$ cat src/rtl/bcd_field_counter.sv
// bcd_field_counter: two-digit BCD time field (seconds/minutes/hours) with
// selectable alternate range, push-button set with auto-repeat, and a
// one-cycle carry pulse when an upstream inc wraps the field from hi to lo.
module bcd_field_counter #(
  parameter int MIN_VALUE  = 0,
  parameter int MAX_VALUE  = 59,
  parameter int ALT_MIN    = 0,
  parameter int ALT_MAX    = 59,
  parameter int REP_DELAY  = 500,
  parameter int REP_PERIOD = 100
) (
  input  logic       clkin,
  input  logic       reset,
  input  logic       inc,
  input  logic       plus_n,
  input  logic       minus_n,
  input  logic       alt,
  output logic [3:0] tens,
  output logic [3:0] units,
  output logic       carry
);

  localparam int REP_MAX = (REP_DELAY > REP_PERIOD) ? REP_DELAY : REP_PERIOD;
  localparam int CW      = $clog2(REP_MAX + 1);

  localparam logic [6:0] NORM_LO = 7'(MIN_VALUE);
  localparam logic [6:0] NORM_HI = 7'(MAX_VALUE);
  localparam logic [6:0] ALT_LO  = 7'(ALT_MIN);
  localparam logic [6:0] ALT_HI  = 7'(ALT_MAX);

  logic [3:0]    tens_q, units_q;
  logic          carry_q;
  logic          plusPrev_q, minusPrev_q;
  logic [CW-1:0] repCnt_q;
  logic          repPhase_q;

  logic [3:0]    tens_d, units_d;
  logic          carry_d;
  logic [CW-1:0] repCnt_d;
  logic          repPhase_d;

  logic [6:0]    lo, hi, value, valueNext;
  logic [3:0]    loTens, loUnits;
  logic          plusOnly, minusOnly, press, repStep, step, outOfRange;
  logic [CW-1:0] repThresh;

  // Decode the active range, detect presses, run the repeat counter and
  // select the next field value in priority order: range fix, step, inc.
  always_comb begin
    lo        = alt ? ALT_LO : NORM_LO;
    hi        = alt ? ALT_HI : NORM_HI;
    loTens    = 4'(lo / 7'd10);
    loUnits   = 4'(lo % 7'd10);
    value     = 7'(tens_q) * 7'd10 + 7'(units_q);

    plusOnly  = ~plus_n & minus_n;
    minusOnly = ~minus_n & plus_n;
    press     = (plusOnly & plusPrev_q) | (minusOnly & minusPrev_q);
    repThresh = repPhase_q ? CW'(REP_PERIOD) : CW'(REP_DELAY);

    repStep    = 1'b0;
    repCnt_d   = '0;
    repPhase_d = 1'b0;
    if (press) begin
      repCnt_d = CW'(1);
    end else if ((plusOnly | minusOnly) && (repCnt_q != '0)) begin
      if (repCnt_q == repThresh) begin
        repStep    = 1'b1;
        repCnt_d   = CW'(1);
        repPhase_d = 1'b1;
      end else begin
        repCnt_d   = repCnt_q + CW'(1);
        repPhase_d = repPhase_q;
      end
    end
    step = press | repStep;

    outOfRange = (value > hi) || (value < lo);
    valueNext  = value;
    carry_d    = 1'b0;
    if (outOfRange) begin
      valueNext = lo;
    end else if (step) begin
      if (plusOnly) begin
        valueNext = (value == hi) ? lo : value + 7'd1;
      end else begin
        valueNext = (value == lo) ? hi : value - 7'd1;
      end
    end else if (inc) begin
      if (value == hi) begin
        valueNext = lo;
        carry_d   = 1'b1;
      end else begin
        valueNext = value + 7'd1;
      end
    end
    tens_d  = 4'(valueNext / 7'd10);
    units_d = 4'(valueNext % 7'd10);
  end

  // Register the field digits, carry, button history and repeat state;
  // reset loads lo and captures the buttons so a held button cannot step.
  always_ff @(posedge clkin) begin
    plusPrev_q  <= plus_n;
    minusPrev_q <= minus_n;
    if (reset) begin
      tens_q     <= loTens;
      units_q    <= loUnits;
      carry_q    <= 1'b0;
      repCnt_q   <= '0;
      repPhase_q <= 1'b0;
    end else begin
      tens_q     <= tens_d;
      units_q    <= units_d;
      carry_q    <= carry_d;
      repCnt_q   <= repCnt_d;
      repPhase_q <= repPhase_d;
    end
  end

  assign tens  = tens_q;
  assign units = units_q;
  assign carry = carry_q;

endmodule

$ cat config.mk
export PLATFORM = sky130hd
export DESIGN_NAME = bcd_field_counter
export DESIGN_NICKNAME = d
export VERILOG_FILES = /design/src/rtl/bcd_field_counter.sv
export SDC_FILE = /design/constraint.sdc
export NUM_CORES = 1
export LEC_CHECK = 0
export ABC_AREA = 1
export CAP_MARGIN = 20
export CELL_PAD_IN_SITES_DETAIL_PLACEMENT = 1
export CELL_PAD_IN_SITES_GLOBAL_PLACEMENT = 1
export CORE_UTILIZATION = 40
export CTS_CLUSTER_DIAMETER = 200
export DETAILED_ROUTE_END_ITERATION = 16
export PLACE_DENSITY = 0.88
export SLEW_MARGIN = 5
export SYNTH_ARGS = -nofsm -noshare
export SYNTH_HDL_FRONTEND = slang
export SYNTH_SLANG_ARGS = --single-unit
$ cat constraint.sdc
create_clock -name clkin -period 4.5 [get_ports clkin]
set_input_delay 0.675 -clock clkin [delete_from_list [all_inputs] [get_ports clkin]]
set_output_delay 0.675 -clock clkin [all_outputs]
set_load 0.01 [all_outputs]
==> summary.md <==
| Metric | Value |
|---|---|
| Global-route usage over all layers | ~23% |
| Remaining Overflow, GRT | 0 |
| Std cell rows | 25 |
| Setup-failing EPs final | 0 |
| Tightest Pin Transition | 0.3628 ns |
| Final wirelength | 5902 µm |
| Hold Path Class | reg2reg |
| CP peak stage delay | 0.49 ns |
| Placed insts | 413 |
| Drt drc | 0 |
| First-pass GRT wire length | 9894 µm |
| Clock Sinks | 21 |
| Reg2Reg Launch Point | tens[1] |
| H-tree depth | 1 |
| Slew Limit Fails | 0 |
| Crit. End Element | flop |
| Nets | 374 |
| Critical path arrival | 4.46 ns |
| R2r endpoint | units[2] |
| Met2 WL | around 3100 µm |
| Max cap viols | 0 |
| Diode count | 0 |
| Gate Count Post-Synth | 336 |
| Final min period | 4.303 ns |
| Synth cell types | 32 |
| Endpoint, Worst Hold | repPhase_q |
| CP required | ~4.7 ns |
| Pre-antenna DRT Iters | 4 |
| Slowest stage cell, crit path | fa_2 |
| Initial antenna violation count | 0 |
| Max-slew headroom | 75.63% |
| Die area | 0.005433 mm² |
| Fin crit share | ~96% |
| Final std cells w/o fill | about 420 |
| Via Count | around 2.2k |
| Routed vias/inst | ~5.2 |
| Category of the most critical setup path | reg2reg |
| Vias in the first global route | approximately 2.3k |
| Fmax | 232.4 MHz |
| Pwr per Cell Area | 684.1 mW/mm² |
| Area contributors post-synth | dfxtp_1 20%, nand2_1 15%, nand3_1 12% |
| Final hold viol count | 0 |
| Die H | 73.71 µm |
| Pleak | 0.001149 µW |
| CTS tree | built |
| Clock Skew | 0.006517 ns |
| Layout cell share with drive strength beyond 1 | 13.14% |
| Multi-input logic area | between 0.001 and 0.0015 mm² |
| Crit path max fanout | 6 |
| Netlist Area Pre-Place | 0.002057 mm² |
| Worst Setup Start Kind | flop |
| Place WS | 0.1027 ns |
| Top Metal Used | met4 |
| CTS Buf Count | 3 |
| Core ar. | 0.004848 mm² |
| Clk slew on worst S/H paths | 0.08 ns |
| Post-route ant nets | 0 |
| Fillers | 680 |
| Status | completed |
| Hold path cells | 1 |
| Clk_lat worst skew | between 0.2 and 0.3 ns |
| Net count after synthesis | 359 |
| Hpwl dp | 4761 µm |
| Initial core utilization | 42.43% |
| Ys Warns | 0 |
| WL met1 | 2653 µm |
| Min-Delay Startpoint | repPhase_q |
| Layout Utilization | 48.72% |
| Die width | 73.71 µm |
| Reg area | 421.7 µm² |
| Post-synth top area cell | dfxtp_1 |
| Drt initial violations | 73 |
| R2r setup slk | 0.20 ns |
| Setup ws final | 0.1968 ns |
| Placer Congestion | 0.8305 |
| R2R cell count | 32 |
| Area grow syn2layout | 14.84% |
| Worst path most repeated cell | nand2_2 |
| Worst vdd ir | 0.4195 mV |
| Share of the synthesized area in the top cell type | 20.44% |
| Clk root buf | clkbuf_8 |
| IO Pins | 15 |
| Yosys reg bits | 21 |
| Synthesized area per cell | around 6.1 µm² |
| Sequential share of the synthesized area | 20.44% |
| I/O Buffers | 13 |
| Largest net degree at the start of global routing | 15 |
| DR WL met3 | 110 µm |
| Maximum clock path buffer count | 2 |
| Setup bufs post-CTS | 0 |
| WL per Instance | 14.15 µm |
## worst max-delay path by stage
stage                     slack (ns)  endpoint    start
after floorplan                 0.67  units[1]  tens[3]
after global placement          0.29  units[2]  minus_n
after detailed placement        0.10  units[1]  tens[1]
after CTS                       0.05  units[1]  tens[1]
after global routing           -0.05  units[2]  tens[1]
final                           0.20  units[2]  tens[1]
## layer usage
metal	up-vias	GRT usage (%)
li1	1090	-
met1	1039	28.07
met2	26	42.71
met3	8	2.195
met4	0	6.197
met5	-	0
## area by class of cell
| type | instances | share of cell area, % |
|---|---|---|
| multi-input combinational | 256 | 62.13 |
| tap | 67 | 3.549 |
| sequential | 21 | 17.85 |
| clock buffer | 4 | 1.907 |
| inverter | 55 | 8.739 |
| timing repair buffer | 14 | 5.826 |
## flip-flops by register name, summed over array words and instances, names as in the netlist
name         flops
carry            1
minusPrev_q      1
plusPrev_q       1
repCnt_q         9
repPhase_q       1
tens             4
units            4
## power breakdown
group          total (µW)  switching (µW)  internal [µW]  leakage [µW]
Clock                 126            62.6           63.1     0.0000228
Sequential            234            21.6            213      0.000172
Combinational        1260             823            433      0.000954
## timing repair
action / CTS / global route
endpoints found under the setup margin: 0 / 4
gates resized for setup: 0 / 16
hold buffers: 0 / 0
## critical path, delay by kind of cell (launching register included)
family,cells,cell delay [ns]
AO/OA/AOI/OAI,1,0.19
adder cells (fa/ha/maj),5,1.36
buffers and inverters,3,0.23
flip-flops,1,0.35
AND/OR/NAND/NOR,23,2.05
## placed cells by master (no fill, tap or decap), types with 4 or more instances in the layout
cell type        synthesis  routed
a21oi_1                 14      14
ha_1                    15      14
nand2_2                 10      14
xor2_1                   5       5
clkdlybuf4s50_1          0      13
dfxtp_1                 21      20
nand3_2                  5       5
inv_2                    5       7
nand3_1                 48      46
nand2_1                 82      78
nor2_1                  41      41
nor3b_1                  4       4
inv_1                   50      48
## kinds of logic after synthesis
family / count (synthesis) / synth area share (%)
and+or+nand+nor: 206 / 47.45
adders and majority gates: 17 / 11.07
xor gates and xnor gates: 8 / 3.406
buffers and inverters: 59 / 11.01
AOI/OAI and AO/OA: 25 / 6.631
DFF: 21 / 20.44
## synthesized netlist by cell type (all sizes together)
master and instances:
a21oi 14, a31oi 1, buf 3, clkbuf 1, dfxtp 21, fa 2
ha 15, inv 55, nand2 95, nand3 53, nand4 2, nor2 47
nor3 4, nor3b 4, nor4 1, o211ai 1, o21a 1, o21ai 5
o21bai 1, o22ai 2, xnor2 3, xor2 5
## stage by stage
| stage | area [µm²] | power [µW] | hold slack (ns) | setup TNS (ns) |
|---|---|---|---|---|
| 6_report | 2362 | 1616 | 0.5219 | 0 |
| 5_1_grt | 2362 | 1771 | 0.5464 | -0.08345 |
| 3_3_place_gp | 2258 | 1347 | 0.4838 | 0 |
| 2_1_floorplan | 2057 | 1126 | 0.4569 | 0 |
| 4_1_cts | 2303 | 1546 | 0.5257 | 0 |
| 3_5_place_dp | 2258 | 1414 | 0.4953 | 0 |
No activity file was read; power rests on OpenSTA's default activity.
